[src/rtl/reg_write_arbiter.sv]
// Two-requester round-robin arbiter for the register-file write port, with an optional
// pending-write scoreboard that is built only when REG_ARB_SCOREBOARD_EN is defined.
module reg_write_arbiter (
  input  logic        CLK,
  input  logic        RST,
  input  logic        P0_I_VALID,
  input  logic [4:0]  P0_I_A,
  input  logic [31:0] P0_I_AV,
  output logic        P0_O_READY,
  input  logic        P1_I_VALID,
  input  logic [4:0]  P1_I_A,
  input  logic [31:0] P1_I_AV,
  output logic        P1_O_READY,
  output logic [4:0]  REG_IW_O_A,
  output logic [31:0] REG_IW_O_AV,
  input  logic        RSV_I_EN,
  input  logic [4:0]  RSV_I_A,
  input  logic [4:0]  QRY_I_A,
  input  logic [4:0]  QRY_I_B,
  output logic        QRY_O_ABUSY,
  output logic        QRY_O_BBUSY
);

  // ptr_q = 1 gives P1 priority when both requesters are valid.
  logic        ptr_q, ptr_d;
  logic        accept;
  logic [4:0]  acc_a;
  logic [31:0] acc_av;
  logic [4:0]  wr_a_q, wr_a_d;
  logic [31:0] wr_av_q, wr_av_d;

  always_comb begin
    P0_O_READY = 1'b0;
    P1_O_READY = 1'b0;
    if (!RST) begin
      P0_O_READY = P0_I_VALID && (!P1_I_VALID || !ptr_q);
      P1_O_READY = P1_I_VALID && (!P0_I_VALID || ptr_q);
    end
  end

  assign accept = P0_O_READY || P1_O_READY;
  assign acc_a  = P0_O_READY ? P0_I_A  : P1_I_A;
  assign acc_av = P0_O_READY ? P0_I_AV : P1_I_AV;

  always_comb begin
    ptr_d   = ptr_q;
    wr_a_d  = '0;
    wr_av_d = '0;
    if (P0_O_READY) ptr_d = 1'b1;
    if (P1_O_READY) ptr_d = 1'b0;
    // A write to register 0 is accepted but presented as a no-op.
    if (accept && (acc_a != 5'd0)) begin
      wr_a_d  = acc_a;
      wr_av_d = acc_av;
    end
  end

  always_ff @(posedge CLK) begin
    if (RST) begin
      ptr_q   <= 1'b0;
      wr_a_q  <= '0;
      wr_av_q <= '0;
    end else begin
      ptr_q   <= ptr_d;
      wr_a_q  <= wr_a_d;
      wr_av_q <= wr_av_d;
    end
  end

  // Masking with RST drops a write accepted just before reset asserted.
  assign REG_IW_O_A  = RST ? 5'd0  : wr_a_q;
  assign REG_IW_O_AV = RST ? 32'd0 : wr_av_q;

`ifdef REG_ARB_SCOREBOARD_EN
  logic [31:0] busy_q, busy_d;

  // Reserve is applied after clear so a same-cycle reserve wins.
  always_comb begin
    busy_d = busy_q;
    if (accept)   busy_d[acc_a]   = 1'b0;
    if (RSV_I_EN) busy_d[RSV_I_A] = 1'b1;
    busy_d[0] = 1'b0;
  end

  always_ff @(posedge CLK) begin
    if (RST) busy_q <= '0;
    else     busy_q <= busy_d;
  end

  assign QRY_O_ABUSY = busy_q[QRY_I_A];
  assign QRY_O_BBUSY = busy_q[QRY_I_B];
`else
  logic unused_sb;
  assign unused_sb   = ^{RSV_I_EN, RSV_I_A, QRY_I_A, QRY_I_B};
  assign QRY_O_ABUSY = 1'b0;
  assign QRY_O_BBUSY = 1'b0;
`endif

endmodule

[config.mk]
export PLATFORM = sky130hd
export DESIGN_NAME = reg_write_arbiter
export DESIGN_NICKNAME = d
export VERILOG_FILES = /design/src/rtl/reg_write_arbiter.sv
export SDC_FILE = /design/constraint.sdc
export NUM_CORES = 1
export LEC_CHECK = 0
export ABC_AREA = 1
export CORE_ASPECT_RATIO = 1.5
export CORE_UTILIZATION = 45
export DETAILED_ROUTE_END_ITERATION = 10
export DONT_BUFFER_PORTS = 1
export SYNTH_ARGS = -nofsm -noshare
export SYNTH_HDL_FRONTEND = slang
export SYNTH_SLANG_ARGS = --single-unit
[constraint.sdc]
create_clock -name CLK -period 1.5 [get_ports CLK]
set_input_delay 0.3 -clock CLK [delete_from_list [all_inputs] [get_ports CLK]]
set_output_delay 0.3 -clock CLK [all_outputs]
set_load 0.02 [all_outputs]
==> impl_metrics.ini, run 1 <==
[outcome]
status = finished, final reports clean

[detailed_routing]
vias = 1711
detail_route.iter0.violations = 24
drt_wl_total_um = 4062
wl_per_cell_um = 10.50
firstDrtPassIters = 4
drc = 0
vias_per_cell = 4.421
final_antenna_net_count = 0

[layout]
antennaDiodeCount = 0
fillers = 394
drive_gt1_share_pct = 12.57
layout-area-overhead-vs-synth_pct = 19.33
nets = 435
final_area_um2 = 2302

[timing]
fin_setup_tns_ns = 0
slew_violations = 0
min_period_over_period_pct = 96.94
layout_min_cycle_time_ns = 1.454
fmax_mhz = 687.7
setup_viol_count_final = 0
clock_skew_ns = 0.002793
hold_viol = 0
setup_slack_ns = 0.04589
hold_ws_ns = 0.08205

[floorplanning]
start_util_pct = 47.89
die-area_um2 = 4559
core_area_um2 = 4029
rows = 28
die-width_um = 55.47
top_level_ports = 135
die_y_um = 82.20

[clock_tree]
root_buffer = clkbuf_8
numCtsBuffers = 5
cts_tree = built
cts.sinks = 38
clockBufferDepth = 2
htreeDepth = 2
path_clk_slew_ns = 0.07
clock_latency_ns = 0.28

[power]
vdd_drop_max_mv = 0.6120
p_per_area_nw_per_um2 = 1036
leakagePower_nw = 1.295
power.total_w = 0.002384

[setup_path]
critPathMaxFanout = 7
critPathCaptureType = register
cpPeakStageDelay_ns = 0.34
path_cells = nand2_4, buf_4, nand3_1, nand2_2, nand3_2, o21bai_4, buf_12, clkbuf_16, nor2_1
slowest_stage = dfxtp_2
critPathRequiredTime_ns = 1.68
path_buf_inv = 3
cp_top_family = simple AND/OR/NAND/NOR gates
startpoint_type = register
cp.depth = 9
cp.arrival_ns = 1.63
rr_worst_depth = 9
critPathKind = reg -> reg

[synthesis]
yosysSeqAreaShare_pct = 39.43
ys_ff_latch = 38
syn-mean-instance-area_um2 = 5.864
synth_area_um2 = 1929
ys_top_cells_by_area = dfxtp_1 (39%), nand2_1 (21%), inv_1 (15%)
synth_cells = 329
yosysWarnings = 0
synthDistinctLibCells = 18
yosysTopAreaCell = dfxtp_1
synth_top_cell_area_share_pct = 39.43

[place]
dp_slack_ns = -0.05050
dpl.hpwl_um = 2644
place_area_um2 = 1987
place_congestion = 0.7980
portBuffers = 0

[global_routing]
grt_use_met1_pct = 17.07
grt_pass1_vias = 1372
grt_max_degree = 42
antenna_found_initial = 0
grt_first_pass_wirelength_um = 5885
grt_use_met3_pct = 6.386
grt-ovfl-total = 0
grt-busiest-layer = met2
grt_use_total_pct = 16.44
grt_util_met2_pct = 30.12

[hold_path]
min_path_cells = 1
hold_class = in -> reg

[run]
max_cap_viol_count = 0
==> cell families after synthesis <==
family	count (synthesis)	synth area share (%)
AOI/OAI and AO/OA	4	1.750
other	1	0.1944
and+or+nand+nor	191	38.20
buffers and inverters	95	20.43
DFF	38	39.43
==> final timing paths <==
path,startpoint,slack (ns),to
max,ptr_q,0.05,wr_av_q[19]
min,RST,0.08,ptr_q
max reg2reg,ptr_q,0.05,wr_av_q[19]
min reg2reg,ptr_q,0.55,ptr_q
==> stage by stage <==
| step | util, % | instances |
|---|---|---|
| after detailed placement | 49.32 | 370 |
| after global routing | 57.14 | 387 |
| final | 57.14 | 387 |
| after CTS | 53.01 | 381 |
| after floorplan | - | 330 |
| after global placement | 49.32 | 370 |
==> placed cells by master (no fill, tap or decap), types with 2 or more instances in the layout <==
cell,count
dfxtp_1,37
nand2_2,7
nand2_1,100
nand3_1,2
inv_1,77
buf_4,12
buf_6,2
conb_1,2
clkbuf_16,3
clkbuf_8,8
nand3b_1,2
buf_12,3
nor2_1,77
==> synth_stat cells <==
master,count
clkinv_1,1
conb_1,1
o21ai_1,1
buf_6,4
inv_1,77
nand3b_1,2
buf_4,2
nand2_1,107
nor2_1,77
dfxtp_1,38
inv_2,1
o21bai_4,1
nand3_1,3
nand2_2,1
clkbuf_1,10
a21oi_1,1
o21ai_0,1
nand3_2,1
==> report_power, final <==
group          switching (W)  total [W]  internal [W]
Combinational       0.000290   0.000486      0.000196
Clock               0.000327   0.000790      0.000464
Sequential         0.0000190    0.00111       0.00109
Total               0.000636    0.00238       0.00175
==> final cells by class <==
type	instances	area (um^2)	area share (%)
Timing Repair Buffer	20	247.7	10.76
Multi-Input combinational cell	197	824.5	35.82
Clock buffer	8	110.1	4.783
Tap cell	45	56.30	2.446
Sequential cell	38	762.0	33.10
Inverter	79	301.5	13.10
==> timing repair <==
item                                    4_1_cts  5_1_grt
gates resized for setup                       4       17
pin swaps                                     2        2
cloned                                        0        4
setup buffers                                 3        2
endpoints found under the setup margin       36       37
hold buffers                                  0        0
==> flip-flops by register name, summed over array words and instances, names as in the netlist <==
name	flops
wr_a_q	5
ptr_q	1
wr_av_q	32
==> layer usage <==
layer	routed length, um	share of wire, %	up-vias
met1	1755	43	697
met2	1946	48	79
met3	308	7.6	6
li1	-	-	929
met5	0	0	-
met4	53	1.3	0
(Power assumes the default switching activity.)
==> run 2: changes to the inputs <==
--- a/config.mk
+++ b/config.mk
@@ -10,6 +10,7 @@
 export CORE_UTILIZATION = 45
 export DETAILED_ROUTE_END_ITERATION = 10
 export DONT_BUFFER_PORTS = 1
+export PLACE_DENSITY_LB_ADDON = 0.08
 export SYNTH_ARGS = -nofsm -noshare
 export SYNTH_HDL_FRONTEND = slang
 export SYNTH_SLANG_ARGS = --single-unit
==> run 2 against run 1 <==
- clock skew increased by 0.0018 ns
- maximum frequency decreased by 0.19%
- total power decreased by 0.20%
- die area unchanged
- sequential share of layout area increased by 1.5 points
- clock-buffer cell count decreased by 3
- flip-flop and latch count unchanged
- cell count decreased by 0.52%
- critical endpoint is now P1_O_READY
- largest power group unchanged
==> impl_metrics.ini, run 2 (synthesis gave the netlist of run 1 again) <==
[detailed_routing]
wl_met3_um = 274
met2_wirelength_um = 1958
m1WireLength_um = 1549
wl_per_cell_um = 9.930
drc = 0
vias_per_cell = 4.387
firstDrtPassIters = 5
vias = 1689
drt_wl_total_um = 3823
final_antenna_net_count = 0
detail_route.iter0.violations = 43
top_layer = met4

[power]
clockPowerShare_pct = 35.5
leakagePower_nw = 1.251
netSwitchingPower_w = 0.0006482
vdd_drop_max_mv = 0.6939
p_comb_share_pct = 18.0
p_per_area_nw_per_um2 = 1080
seq_power_share_pct = 46.6
switching_share_pct = 27.24
p_int_w = 0.001731

[clock_tree]
cts_tree = built
root_buffer = clkbuf_8
cts_hold_buf = 0
clock_latency_ns = 0.29
numCtsBuffers = 5
path_clk_slew_ns = 0.08
cts.sinks = 38
htreeDepth = 2
clockBufferDepth = 2

[place]
dp_slack_ns = -0.06965
place_congestion = 0.7516
portBuffers = 0
dpl.hpwl_um = 2684

[layout]
multi_input_area_um2 = 820.8
drive_gt1_share_pct = 10.29
top_register = wr_av_q
nets = 433
layout_commonest_cell = nand2_1
antennaDiodeCount = 0
regArea_um2 = 762.0
reg_top3 = wr_av_q (32), wr_a_q (5), ptr_q (1)
layout-area-overhead-vs-synth_pct = 14.14
layout_common_cells = nand2_1 (106), inv_1 (77), nor2_1 (77), dfxtp_1 (37), buf_4 (12)
fillers = 428
largest_register_ffs = 32

[setup_path]
critPathCaptureType = output pin
path_buf_inv = 2
crit_top_cell = buf_4
path_cells = nand2_4, buf_4, a21oi_4, buf_4
critPathRequiredTime_ns = 1.20
cpPeakStageDelay_ns = 0.35
critPathKind = reg -> out
startpoint_type = register
critPathMaxFanout = 5
cp_top_family = flip-flops
cp.arrival_ns = 1.16
slowest_stage = dfxtp_2

[floorplanning]
die_y_um = 82.20
core_area_um2 = 4029
die-area_um2 = 4559
start_util_pct = 47.89
die-width_um = 55.47
rows = 28
top_level_ports = 135

[timing]
hold_ws_ns = 0.07756
fmax_mhz = 686.4
slew_violations = 0
setup_slack_ns = 0.04310
setup_viol_count_final = 0
clock_skew_ns = 0.004553
hold_viol = 0
layout_min_cycle_time_ns = 1.457
min_period_over_period_pct = 97.13

[hold_path]
hold_class = in -> reg

[global_routing]
grt_pass1_vias = 1419
grt_use_total_pct = 16.82
grt_max_degree = 42
antenna_found_initial = 0
grt-ovfl-total = 0
grt_first_pass_wirelength_um = 5968

[outcome]
status = finished, final reports clean

[run]
max_cap_viol_count = 0
-- run 2: path summary, 6_finish.rpt --
kind | slack (ns) | startpoint | end | cells after the start
worst max register to register | 0.07 | ptr_q | wr_av_q[16] | 8
worst max-delay path | 0.04 | ptr_q | P1_O_READY | 4
worst min-delay path | 0.08 | RST | ptr_q | 1
worst min register to register | 0.55 | ptr_q | ptr_q | 3
-- run 2: per-stage QoR --
step / power [W] / area [um^2] / instances / util [%] / setup TNS [ns]
after CTS: 0.002422 / 2201 / 385 / 54.63 / 0
after global placement: 0.001522 / 1987 / 370 / 49.32 / -0.8194
after floorplan: 0.001474 / 1933 / 330 / - / 0
after global routing: 0.002519 / 2202 / 385 / 54.66 / -0.007704
final: 0.002379 / 2202 / 385 / 54.66 / 0
after detailed placement: 0.001527 / 1987 / 370 / 49.32 / -1.016
-- run 2: what timing repair did --
| item | CTS | global route |
|---|---|---|
| buffers inserted | 6 | 2 |
| pin swaps | 3 | 4 |
| endpoints found under the hold margin | 0 | 0 |
| cloned | 1 | 0 |
| setup endpoints to repair | 36 | 26 |
| gates resized for setup | 11 | 7 |
-- run 2: area by class of cell --
class                      count  area share [%]
multi-input combinational    197           37.27
inverter                      79           13.47
timing repair buffer          18           7.159
sequential                    38           34.60
clock inverter                 3           1.818
clock buffer                   5           3.125
tap                           45           2.557
-- run 2: worst reg2reg max path, cell delays in order (launching register included) --
cell and delay, ns:
dfxtp_2 0.34, nand2_4 0.07, nand3_4 0.10, buf_6 0.15, o21ai_4 0.15, nand2_2 0.08, o21bai_4 0.20, buf_6 0.18
nor2_1 0.06
-- run 2: power groups by stage --
stage               combinational, W  clock [W]  sequential, W
floorplan                   0.000348          0        0.00113
global placement            0.000394          0        0.00113
detailed placement          0.000397          0        0.00113
CTS                         0.000446   0.000869        0.00111
global route                0.000488   0.000915        0.00112
finish                      0.000427   0.000844        0.00111
-- run 2: routing by layer --
metal | GRT usage, % | vias to the layer above
li1 | - | 921
met1 | 17.10 | 692
met2 | 31.81 | 72
met3 | 5.452 | 4
met4 | 6.750 | 0
met5 | 0 | -
==> run 3: changes to the inputs <==
--- a/config.mk
+++ b/config.mk
@@ -7,7 +7,8 @@
 export LEC_CHECK = 0
 export ABC_AREA = 1
 export CORE_ASPECT_RATIO = 1.5
-export CORE_UTILIZATION = 45
+export CORE_UTILIZATION = 55
+export CTS_CLUSTER_DIAMETER = 40
 export DETAILED_ROUTE_END_ITERATION = 10
 export DONT_BUFFER_PORTS = 1
 export PLACE_DENSITY_LB_ADDON = 0.08
==> run 3 against run 2 <==
- sequential power is essentially flat
- clock skew shrank 0.0013 ns
- critical path depth is the same
- global-route usage grew 2.9 points
- wire length grew 4.8%
- flip-flop and latch count is the same
- clock-buffer cell count grew 2
- critical endpoint is now P0_O_READY
==> impl_metrics.ini, run 3 (synthesis gave the netlist of run 1 again) <==
[power]
seq_power_share_pct = 48.7
leakagePower_nw = 1.252
switching_share_pct = 27.91
p_int_w = 0.001641
p_per_area_nw_per_um2 = 1022
clockPowerShare_pct = 30.7
p_comb_share_pct = 20.6
netSwitchingPower_w = 0.0006352
power.total_w = 0.002276
vdd_drop_max_mv = 0.6788

[layout]
reg_top3 = wr_av_q (32), wr_a_q (5), ptr_q (1)
final_area_um2 = 2227
nets = 429
layout_commonest_cell = nand2_1
antennaDiodeCount = 0
drive_gt1_share_pct = 10.12
layout-area-overhead-vs-synth_pct = 15.43
largest_register_ffs = 32
top_register = wr_av_q
utilization_pct = 65.83
layout_common_cells = nand2_1 (104), inv_1 (77), nor2_1 (76), dfxtp_1 (37), clkbuf_8 (6)

[setup_path]
critPathMaxFanout = 17
startpoint_type = register
critPathCaptureType = output pin
critPathKind = reg -> out
cp.arrival_ns = 1.13
worstReg2RegEnd = wr_av_q[13]
r2r_start = ptr_q
rr_worst_depth = 9
reg2reg_slack_ns = 0.07
critPathRequiredTime_ns = 1.20

[place]
place_area_um2 = 1961
portBuffers = 0
dp_slack_ns = 0.0001434
place_congestion = 0.7701
dpl.hpwl_um = 2543

[global_routing]
grt_pass1_vias = 1409
grt_max_degree = 42
grt-ovfl-total = 0
grt_first_pass_wirelength_um = 5623
antenna_found_initial = 0
grt_use_total_pct = 19.74

[clock_tree]
path_clk_slew_ns = 0.07
clock_latency_ns = 0.28
htreeDepth = 2
numCtsBuffers = 5
cts.sinks = 38
clockBufferDepth = 2
cts_hold_buf = 0
cts_tree = built
root_buffer = clkbuf_8

[floorplanning]
die-area_um2 = 3754
core_area_um2 = 3383
rows = 26
top_level_ports = 135
die-width_um = 50.36
start_util_pct = 57.03
die_y_um = 74.54

[hold_path]
min_from = RST
min_path_cells = 1
hold_end = ptr_q
hold_class = in -> reg

[detailed_routing]
firstDrtPassIters = 4
detail_route.iter0.violations = 34
drc = 0
final_antenna_net_count = 0
vias = 1732
wl_per_cell_um = 10.60
drt_wl_total_um = 4008
vias_per_cell = 4.582

[timing]
rsz0062_at_grt = no
layout_min_cycle_time_ns = 1.430
clock_skew_ns = 0.003211
hold_viol = 0
setup_slack_ns = 0.06998
min_period_over_period_pct = 95.33
fmax_mhz = 699.3
slew_violations = 0
setup_viol_count_final = 0
fin_setup_tns_ns = 0

[run]
max_cap_viol_count = 0

[outcome]
status = finished, final reports clean
==> run 3: repair_timing <==
action	4_1_cts	5_1_grt
gates resized for setup	5	12
cloned	0	4
setup endpoints to repair	4	37
pin swaps	0	2
buffers inserted	0	2
==> run 3: power by group through the flow <==
| stage | Sequential [W] | Combinational (W) | Clock [W] |
|---|---|---|---|
| floorplan | 0.00113 | 0.000348 | 0 |
| global placement | 0.00113 | 0.000380 | 0 |
| finish | 0.00111 | 0.000469 | 0.000700 |
| detailed placement | 0.00113 | 0.000385 | 0 |
| global route | 0.00112 | 0.000532 | 0.000777 |
| CTS | 0.00111 | 0.000395 | 0.000725 |
==> run 3: worst max path at each step <==
stage	startpoint	end	slack, ns	depth (start not counted)
2_1_floorplan	ptr_q	wr_a_q[2]	0.05	6
3_3_place_gp	P1_I_VALID	wr_av_q[17]	0.04	7
3_5_place_dp	ptr_q	wr_av_q[16]	0.0001	7
4_1_cts	ptr_q	P0_O_READY	0.01	4
5_1_grt	ptr_q	wr_av_q[23]	0.002	9
6_report	ptr_q	P0_O_READY	0.07	4
==> run 3: final cells by class <==
cell class	instances	area (um^2)
Multi-Input combinational cell	197	815.8
Inverter	79	299.0
Clock inverter	1	5.005
Timing Repair Buffer	14	206.4
Clock buffer	7	86.33
Fill cell	347	1156
Tap cell	42	52.55
Sequential cell	38	762.0
==> run 3: critical path: stages, from the launching register on <==
cell and delay (ns):
dfxtp_2 0.32, nand2_2 0.09, nand3_4 0.14, inv_4 0.13, buf_12 0.16
==> run 3: layer usage <==
| metal | up-vias | GRT usage, % | part of all wire (%) |
|---|---|---|---|
| met5 | - | 0 | 0 |
| li1 | 919 | - | - |
| met1 | 730 | 18.59 | 40 |
| met2 | 75 | 37.48 | 51 |
| met4 | 0 | 9.568 | 1.7 |
| met3 | 8 | 6.748 | 6.9 |
==> run 3: metrics by stage <==
| stage | hold slack (ns) | std cells |
|---|---|---|
| finish | 0.07995 | 378 |
| global placement | 0.3788 | 364 |
| CTS | 0.07300 | 372 |
| global route | 0.06800 | 378 |
| detailed placement | 0.3786 | 364 |
| floorplan | 0.4516 | 330 |
